**src/rtl/bitperm_pkg.sv**
```systemverilog
// Shared types and the bit-permutation function for the bitperm pipeline.
// perm() works on a PERM_MAX_W-wide container; only the low `width` bits are meaningful.
package bitperm_pkg;

    typedef enum logic [1:0] {
        PERM_PASS,
        PERM_REVERSE,
        PERM_PAIRSWAP,
        PERM_ROTL
    } perm_mode_e;

    localparam int BEAT_CNT_W = 16;
    localparam int PERM_MAX_W = 64;
    localparam int PERM_IDX_W = $clog2(PERM_MAX_W);

    function automatic logic [PERM_MAX_W-1:0] perm(
        input logic [PERM_MAX_W-1:0] data,
        input perm_mode_e            mode,
        input int                    rot,
        input int                    width
    );
        logic [PERM_MAX_W-1:0] res;
        int                    r;
        int                    src;
        res = '0;
        r   = rot % width;
        for (int i = 0; i < PERM_MAX_W; i++) begin
            src = i;
            case (mode)
                PERM_PASS:     src = i;
                PERM_REVERSE:  src = width - 1 - i;
                // an odd-width MSB has no partner and maps onto itself
                PERM_PAIRSWAP: begin
                    if ((i % 2) == 0) src = ((i + 1) < width) ? i + 1 : i;
                    else              src = i - 1;
                end
                PERM_ROTL:     src = (i + width - r) % width;
                default:       src = i;
            endcase
            if (i < width) res[i] = data[PERM_IDX_W'(src)];
        end
        return res;
    endfunction

endpackage

```
**src/rtl/bitperm_stage.sv**
```systemverilog
// One elastic register slice: loads whenever it is empty or downstream takes its beat.
// Data is written only for a valid incoming beat, so an emptied slice keeps its last word.
module bitperm_stage #(
    parameter int WIDTH = 8
) (
    input  logic             clk,
    input  logic             rst,
    input  logic             up_valid_i,
    input  logic [WIDTH-1:0] up_data_i,
    input  logic             dn_ready_i,
    output logic             ready_o,
    output logic             valid_o,
    output logic [WIDTH-1:0] data_o
);

    logic             valid_q, valid_d;
    logic [WIDTH-1:0] data_q, data_d;
    logic             load;

    always_comb begin
        load    = !valid_q || dn_ready_i;
        valid_d = valid_q;
        data_d  = data_q;
        if (load) begin
            valid_d = up_valid_i;
            if (up_valid_i) data_d = up_data_i;
        end
    end

    always_ff @(posedge clk or posedge rst) begin
        if (rst) begin
            valid_q <= 1'b0;
            data_q  <= '0;
        end else begin
            valid_q <= valid_d;
            data_q  <= data_d;
        end
    end

    assign ready_o = load;
    assign valid_o = valid_q;
    assign data_o  = data_q;

endmodule

```
**src/rtl/bitperm_pipe.sv**
```systemverilog
// Elastic bit-permutation pipeline: permute on entry, then STAGES register slices.
// Handshake: a beat moves on an edge where valid && ready; ready is a combinational chain back from out_ready.
module bitperm_pipe
    import bitperm_pkg::*;
#(
    parameter int WIDTH  = 8,
    parameter int STAGES = 2,
    parameter int ROT_W  = $clog2(WIDTH)
) (
    input  logic                  clk,
    input  logic                  rst,
    input  logic                  in_valid,
    output logic                  in_ready,
    input  logic [WIDTH-1:0]      in_data,
    input  logic [1:0]            in_mode,
    input  logic [ROT_W-1:0]      in_rot,
    output logic                  out_valid,
    input  logic                  out_ready,
    output logic [WIDTH-1:0]      out_data,
    output logic [BEAT_CNT_W-1:0] beat_count
);

    logic [WIDTH-1:0]      perm_data;
    logic [STAGES-1:0]     stage_v;
    logic [WIDTH-1:0]      stage_data [STAGES];
    logic [STAGES:0]       stage_ready;
    logic [BEAT_CNT_W-1:0] beat_cnt_q, beat_cnt_d;

    // WIDTH must not exceed PERM_MAX_W
    always_comb begin
        perm_data = WIDTH'(perm(PERM_MAX_W'(in_data), perm_mode_e'(in_mode),
                                int'(in_rot), WIDTH));
    end

    assign stage_ready[STAGES] = out_ready;

    for (genvar i = 0; i < STAGES; i++) begin : g_stage
        logic             up_valid;
        logic [WIDTH-1:0] up_data;

        if (i == 0) begin : g_head
            assign up_valid = in_valid;
            assign up_data  = perm_data;
        end else begin : g_body
            assign up_valid = stage_v[i-1];
            assign up_data  = stage_data[i-1];
        end

        bitperm_stage #(
            .WIDTH(WIDTH)
        ) u_stage (
            .clk        (clk),
            .rst        (rst),
            .up_valid_i (up_valid),
            .up_data_i  (up_data),
            .dn_ready_i (stage_ready[i+1]),
            .ready_o    (stage_ready[i]),
            .valid_o    (stage_v[i]),
            .data_o     (stage_data[i])
        );
    end

    assign in_ready  = stage_ready[0];
    assign out_valid = stage_v[STAGES-1];
    assign out_data  = stage_data[STAGES-1];

    always_comb begin
        beat_cnt_d = beat_cnt_q;
        if (out_valid && out_ready) beat_cnt_d = beat_cnt_q + BEAT_CNT_W'(1);
    end

    always_ff @(posedge clk or posedge rst) begin
        if (rst) beat_cnt_q <= '0;
        else     beat_cnt_q <= beat_cnt_d;
    end

    assign beat_count = beat_cnt_q;

endmodule

```
**config.mk**
```make
export PLATFORM = sky130hd
export DESIGN_NAME = bitperm_pipe
export DESIGN_NICKNAME = d
export VERILOG_FILES = /design/src/rtl/bitperm_pkg.sv /design/src/rtl/bitperm_stage.sv /design/src/rtl/bitperm_pipe.sv
export SDC_FILE = /design/constraint.sdc
export NUM_CORES = 1
export LEC_CHECK = 0
export BUFFER_PORTS_ARGS = -buffer_cell sky130_fd_sc_hd__buf_2
export CAP_MARGIN = 20
export CORE_UTILIZATION = 35
export CTS_BUF_LIST = sky130_fd_sc_hd__clkbuf_8 sky130_fd_sc_hd__clkbuf_16
export DETAILED_ROUTE_END_ITERATION = 12
export HOLD_SLACK_MARGIN = 0.06
export PLACE_DENSITY = 0.65
export REMOVE_ABC_BUFFERS = 1
export SETUP_SLACK_MARGIN = 0.3
export SLEW_MARGIN = 20
export SYNTH_ARGS = -nofsm -noshare
export SYNTH_HDL_FRONTEND = slang
export SYNTH_SLANG_ARGS = --single-unit
```
**constraint.sdc**
```tcl
create_clock -name clk -period 1.8 [get_ports clk]
set_input_delay 0.09 -clock clk [delete_from_list [all_inputs] [get_ports clk]]
set_output_delay 0.09 -clock clk [all_outputs]
set_load 0.05 [all_outputs]
```
==> results by group, run 1 <==
Clock tree
  • Clock insertion delay at the later pin of the skew report: 0.28 ns
  • CTS H-Tree Depth: 2
  • CTS tree: yes
  • Clock root buffer: clkbuf_8
  • Clock sink total: 34
  • Maximum count of clock buffers along a single path: 2
  • Clk slew on worst S/H paths: about 0.07 ns
  • TritonCTS Buffers: 5

Placement
  • DPL Wire Length: 2857 microns
  • Number of input and output port buffers inserted: 42
  • Global placement routability congestion: 0.8403
  • Setup Slack @ Placement: 0.08727 ns

Global route
  • Global routing usage summed across all routing layers: ~15%
  • Grt met3 use: ~4.2%
  • Layer carrying the most global-route usage: met2
  • Met1 GRT Util: 18.31%
  • Met2 Track Usage GR: 22.52%
  • Via count of the first global-routing pass: 1368
  • Number of antenna violations at the first check in global routing: 0
  • Global-route congestion overflow total: 0
  • Global-route wire length before repair: 6044 microns
  • Maximum number of pins on one net before global-route repair: 35

Timing
  • Final worst path period need: 1.418 ns
  • Total of endpoints with negative setup slack in the final report: 0
  • Post-layout worst setup margin: 0.3818 ns
  • Final max-slew violation count: 0
  • Final hold viol count: 0
  • Relative slew margins: approximately 72%
  • Setup repair after global routing missed its margin: yes
  • Setup_tns: 0 ns
  • Fraction of the cycle the final worst path needs: 78.79%
  • Largest clock skew in the final design: approximately 0.007 ns
  • Actual slew at the worst max-slew pin: about 0.42 ns
  • Max Freq: 0.7051 GHz

Setup path
  • Critical path required time: 1.96 ns
  • CP Data Arrival Time: 1.58 ns
  • Maximum net fanout on the critical path: 4
  • Master of the slowest instance on the critical path: dfrtp_1
  • Worst stage delay on the critical path: 0.41 ns
  • Cell seen most often among critical-path stages: and3_1
  • Combined buffer and inverter count along the critical path: 1
  • Largest delay share family, worst path: simple AND/OR/NAND/NOR gates
  • Type of origin of the critical path: register
  • Type of the worst setup path: register to register
  • Critical path capture point type: register
  • Sequence of cells on the critical path: ha_1 > and3_1 > nand4_1 > inv_1 > and3_1 > xor2_1

Finish
  • Number of nets in the layout: roughly 250
  • Share of layout cells above drive strength 1: 34.91%
  • Diode insertion count for antenna repair: 0
  • Post-layout util: a little under half
  • Layout area overhead: 27.64%

Power
  • Cell area power density: about 1200 nW/um^2
  • Clock share of power: 23.4%
  • Maximum ir drop on the vdd rail: around 0.55 mV
  • Switching part of the total power: around two fifths
  • Sequential cell fraction of total power: 38.8%
  • Combinational share of power: 37.8%
  • Static leakage: 1.138 nW
  • Internal Power: 1.634 mW
  • Switching power summed over all nets: 1.093 mW

Job
  • MaxCap Viol Count: 0

Synthesis
  • Ys async rst share: 100.0%
  • Most frequent cell after synthesis: dfrtp_1
  • Seq/Total Area, Yosys: 46.29%
  • Synth cell types: 32
  • Syn Area/Cell: 10.56 sq um
  • Top post-synthesis cells by area: dfrtp_1 46%, xnor2_1 5.7%, mux2_2 5.5%, mux4_2 4.9%, nand2_1 3.5%
  • Top cells by count, synth: 34 x dfrtp_1, 17 x nand2_1, 12 x o21ai_0, 12 x xnor2_1, 11 x nand3_1
  • Number of flops mapped to enable cells by yosys: 0
  • Dominant cell type by area after synthesis: dfrtp_1
  • Register bit total from synthesis: 34
  • Post-synth top area share: approximately 46%
  • Total standard cell area after synthesis: 1838 sq um
  • Primary FF master, synth: dfrtp_1
  • Total number of yosys warnings: 0
  • Synthesized instance count: 174

Floorplan
  • Io pins: 43
  • Starting density of the core: about 36%
  • Horizontal die dimension: 74.47 microns
  • Core Box Area: 5075 sq um
  • Die Y-Extent: 74.47 microns
  • Area of the die: 5545 sq um
  • Site row count: 26

Detailed routing
  • 1st-pass router iterations: 4
  • Initial detailed-routing violation count: 94
  • Final antenna-violating net count: 0
  • Post-detailed-route DRC marker count: 0
  • Post-detailed-route via-to-cell ratio: 5.096
  • Post-detailed-route wirelength per cell: around 12 microns
  • Total detailed-routing wirelength: 3762 microns
  • DR vias: 1539

Outcome
  • Outcome: completed

Hold path
  • Worst Hold Class: primary input to register
-- worst register-to-register path: stages (launching register included) --
cell	delay, ns
dfrtp_1	0.41
ha_1	0.20
and3_1	0.17
nand4_1	0.12
inv_1	0.08
and3_1	0.17
xor2_1	0.13
-- flip-flops by register name, summed over array words and instances, names as in the netlist --
register and flops:
beat_count 16, g_stage.u_stage.data_o 16, g_stage.u_stage.valid_o 2
-- power groups by stage --
stage | Sequential, mW | Clock, mW | Combinational, mW
after floorplan | 1.50 | 0 | 0.308
after global placement | 1.07 | 0 | 0.979
after global routing | 1.08 | 0.701 | 1.10
after detailed placement | 1.07 | 0 | 0.991
after CTS | 1.06 | 0.666 | 1.00
final | 1.06 | 0.638 | 1.03
-- what timing repair did --
item / CTS / global route
gates resized for setup: 0 / 4
setup buffers: 1 / 5
pin swaps: 1 / 1
hold endpoints to repair: 35 / 0
setup endpoints to repair: 2 / 8
hold buffers: 2 / 0
-- per-layer routing --
metal	part of all wire, %	wire, microns
met1	45	1688
met2	46	1712
met3	7.2	270
met4	2.4	91
met5	0	0
-- worst paths after layout --
kind / startpoint / to / slack [ns] / cells after the start
max: beat_count[0] / beat_count[10] / 0.38 / 6
min: out_ready / g_stage[1].u_stage.valid_o / 0.12 / 3
max reg2reg: beat_count[0] / beat_count[10] / 0.38 / 6
min reg2reg: beat_count[15] / beat_count[15] / 0.47 / 1
max in group asynchronous: rst / beat_count[5] / 1.04 / 4
min in group asynchronous: rst / beat_count[4] / 0.44 / 4
-- metrics by stage --
step / instance area [sq um] / hold slack [ns] / instances / power (mW)
after floorplan: 1817 / 0.1984 / 169 / 1.804
after global placement: 2152 / 0.2005 / 286 / 2.046
after detailed placement: 2152 / 0.2096 / 286 / 2.063
after CTS: 2290 / 0.1116 / 297 / 2.723
after global routing: 2346 / 0.1535 / 302 / 2.884
final: 2346 / 0.1152 / 302 / 2.726
-- kinds of logic after synthesis --
kind of cell,synth area share [%]
muxes,13.68
buffers and inverters,3.200
DFF,46.29
and+or+nand+nor,16.61
xor gates and xnor gates,8.577
AOI/OAI and AO/OA,9.599
adders and majority gates,2.042
-- placed cells by master (no fill, tap or decap), types with 2 or more instances in the layout --
master         count
mux4_2             4
clkbuf_8           8
buf_2             42
dlygate4sd3_1      2
nor2_1             3
xnor2_1           12
o21ai_0           11
buf_4             11
nor2b_1            2
nand3b_1           2
mux2_2             9
o2111ai_1          2
mux2i_1            6
o211ai_1           4
o21ai_1            7
and3_1             3
nand4_1            9
ha_1               2
nand3_1           11
inv_2              2
o221ai_1           2
inv_1              8
dfrtp_1           33
nand2_1           17
nand2b_1           4
xor2_1             6
-- layout make-up --
type | instances | area (sq um)
Timing Repair Buffer | 55 | 312.8
Tap cell | 70 | 87.58
Sequential cell | 34 | 852.1
Inverter | 10 | 37.54
Multi-Input combinational cell | 125 | 945.9
Fill cell | 489 | 2729
Clock buffer | 8 | 110.1
Power figures use the tool's default switching activity.
==> run 2, diff against run 1 <==
Settings changed: PLACE_DENSITY 0.65 to 0.67.
Clock period 1.8 ns to 1.2 ns, I/O delays scaled along.
==> run 2 against run 1 <==
Effect of this change:
- the flow now finishes with violations (negative setup slack)
- final cell count increased by 21%
- sequential share of layout area decreased by 11 points
- worst setup slack got worse by 0.63 ns
- highest routed layer unchanged
- critical path type unchanged
- register-to-register slack got worse by 0.63 ns
- critical endpoint is now beat_count[14]
==> results by group, run 2 (synthesized netlist as in run 1, its figures left out) <==
Setup path
  • Critical path required time: 1.37 ns (-0.59 ns)
  • Type of the worst setup path: register to register
  • First element of the critical path: beat_count[0]
  • Combined buffer and inverter count along the critical path: 0 (-1)
  • Worst reg2reg path startpoint: beat_count[0]
  • Worst stage delay on the critical path: 0.37 ns (-0.04 ns)
  • Slack of the worst reg-to-reg path: -0.25 ns (-0.63 ns)
  • Type of origin of the critical path: register
  • Sequence of cells on the critical path: ha_2 > and3_4 > nand4_1 > nor2_1 > nand2_1 > xnor2_1
  • Critical path capture point type: register
  • Maximum net fanout on the critical path: 2 (-2)
  • Master of the slowest instance on the critical path: dfrtp_1
  • Largest delay share family, worst path: simple AND/OR/NAND/NOR gates
  • CP Data Arrival Time: 1.62 ns (+0.04 ns)

Clock tree
  • CTS tree: yes
  • Clk slew on worst S/H paths: 0.07 ns (about the same)
  • CTS H-Tree Depth: 2 (unchanged)
  • Maximum count of clock buffers along a single path: 2 (unchanged)
  • Clock sink total: 34 (unchanged)
  • Clock root buffer: clkbuf_8
  • Clock insertion delay at the later pin of the skew report: 0.29 ns (about the same)
  • TritonCTS Buffers: 5 (unchanged)

Floorplan
  • Die Y-Extent: 74.47 microns (unchanged)
  • Horizontal die dimension: 74.47 microns (unchanged)
  • Io pins: 43 (unchanged)
  • Starting density of the core: 36.22% (unchanged)
  • Core Box Area: 5075 sq um (unchanged)
  • Site row count: 26 (unchanged)
  • Area of the die: 5545 sq um (unchanged)

Timing
  • Total of endpoints with negative setup slack in the final report: 23 (+23)
  • Fraction of the cycle the final worst path needs: 120.6% (+42 points)
  • Post-layout worst setup margin: -0.2472 ns (-0.6290 ns)
  • Relative slew margins: 71.77% (-0.50 points)
  • Final hold viol count: 0 (unchanged)
  • Largest clock skew in the final design: 0.004926 ns (-0.002025 ns)
  • Setup_tns: -2.705 ns (-2.705 ns)
  • Final max-slew violation count: 0 (unchanged)
  • Setup repair after global routing missed its margin: yes
  • Actual slew at the worst max-slew pin: 0.4235 ns (+0.007527 ns)
  • Final worst path period need: 1.447 ns (+0.02905 ns)
  • Max Freq: 0.6910 GHz (-2.0%)

Detailed routing
  • 1st-pass router iterations: 4 (unchanged)
  • Final antenna-violating net count: 0 (unchanged)
  • Post-detailed-route wirelength per cell: 14.53 microns (+17%)
  • Total detailed-routing wirelength: 5303 microns (+41%)
  • Post-detailed-route DRC marker count: 0 (unchanged)
  • Initial detailed-routing violation count: 76 (-19%)
  • DR vias: 1838 (+19%)
  • Post-detailed-route via-to-cell ratio: 5.036 (-1.2%)

Finish
  • Fin cells: 365 (+21%)
  • Share of layout cells above drive strength 1: 58.98% (+24 points)
  • Post-route standard cell area excluding fillers: 3306 sq um (+41%)
  • Diode insertion count for antenna repair: 0 (unchanged)
  • Top library cells by usage in the layout, fill and taps aside: 48 x buf_4, 41 x buf_6, 33 x dfrtp_1
  • Number of nets in the layout: 314 (+25%)
  • Layout area overhead: 79.85%
  • Most common cell after layout, fill and taps aside: buf_4

Placement
  • Number of input and output port buffers inserted: 42 (unchanged)
  • DPL Wire Length: 3200 microns (+12%)
  • Area of placed instances: 2415 sq um (+12%)
  • Total placed cells including tap cells: 321 (+12%)
  • Global placement routability congestion: 0.8876 (+5.6%)

Outcome
  • Violated checks: negative setup slack
  • Outcome: finished with violations

Global route
  • Layer carrying the most global-route usage: met2
  • Global-route congestion overflow total: 0 (unchanged)
  • Number of antenna violations at the first check in global routing: 0 (unchanged)
  • Met1 GRT Util: 20.24% (+1.9 points)
  • Global routing usage summed across all routing layers: 20.21% (+5.7 points)
  • Global-route wire length before repair: 8238 microns (+36%)
  • Met2 Track Usage GR: 38.64% (+16 points)
  • Via count of the first global-routing pass: 1837 (+34%)
  • Grt met3 use: 5.285% (+1.1 points)
  • Maximum number of pins on one net before global-route repair: 35 (unchanged)

Power
  • Internal Power: 3.157 mW (+93%)
  • Static leakage: 1.584 nW (+39%)
  • Clock share of power: 16.7% (-6.7 points)
  • Sequential cell fraction of total power: 30.8% (-8.0 points)
  • Combinational share of power: 52.5% (+15 points)
  • Cell area power density: 1550 nW/um^2 (+33%)
  • Switching part of the total power: 38.37% (-1.7 points)
  • Switching power summed over all nets: 1.966 mW (+80%)
  • Maximum ir drop on the vdd rail: 0.9636 mV (+76%)

Job
  • MaxCap Viol Count: 0 (unchanged)

Hold path
  • Worst Hold Class: primary input to register
  • Hold path startpoint: in_valid
-- run 2: path summary, 6_finish.rpt --
kind | to | cells past startpoint
max in group asynchronous | g_stage[0].u_stage.valid_o | 4
max | beat_count[14] | 6
min reg2reg | g_stage[0].u_stage.data_o[7] | 2
min | g_stage[0].u_stage.data_o[6] | 5
max reg2reg | beat_count[14] | 6
min in group asynchronous | beat_count[14] | 4
-- run 2: what timing repair did --
action | CTS | global route
hold buffers | 2 | 0
hold endpoints to repair | 35 | 0
pin swaps | 25 | 15
resized for setup | 116 | 31
setup buffers | 18 | 15
endpoints found under the setup margin | 58 | 60
gates cloned | 1 | 0
-- run 2: routing by layer --
metal	wire length (microns)	part of all wire (%)
met3	264	5.0
met2	2939	55
met4	173	3.3
met5	0	0
met1	1925	36
-- run 2: final cells by class --
cell class / instances / area, sq um
fill: 392 / 1769
timing repair buffer: 118 / 1132
clock inverter: 2 / 8.758
sequential: 34 / 852.1
tap: 70 / 87.58
clock buffer: 6 / 82.58
multi-input combinational: 125 / 1102
inverter: 10 / 40.04
-- run 2: power groups by stage --
stage / clock network (mW) / registers [mW] / logic (mW)
after CTS: 0.869 / 1.56 / 2.41
after global routing: 0.921 / 1.61 / 2.83
final: 0.857 / 1.58 / 2.69
after floorplan: 0 / 2.24 / 0.462
after global placement: 0 / 1.55 / 1.73
after detailed placement: 0 / 1.56 / 1.75
-- run 2: metrics by stage --
step / util [%] / power, mW / setup WS [ns] / hold slack [ns]
detailed placement: 47.58 / 3.318 / -0.3760 / 0.1768
CTS: 60.48 / 4.845 / -0.1292 / 0.1890
floorplan: - / 2.706 / -0.8970 / 0.1684
finish: 65.14 / 5.123 / -0.2472 / 0.2346
global placement: 47.58 / 3.278 / -0.3254 / 0.1738
global route: 65.14 / 5.357 / -0.3089 / 0.2638
-- run 2: worst min-delay path, delay by kind of cell --
kind / cells / cell delay (ns)
buf+inv: 1 / 0.12
simple gates: 4 / 0.30
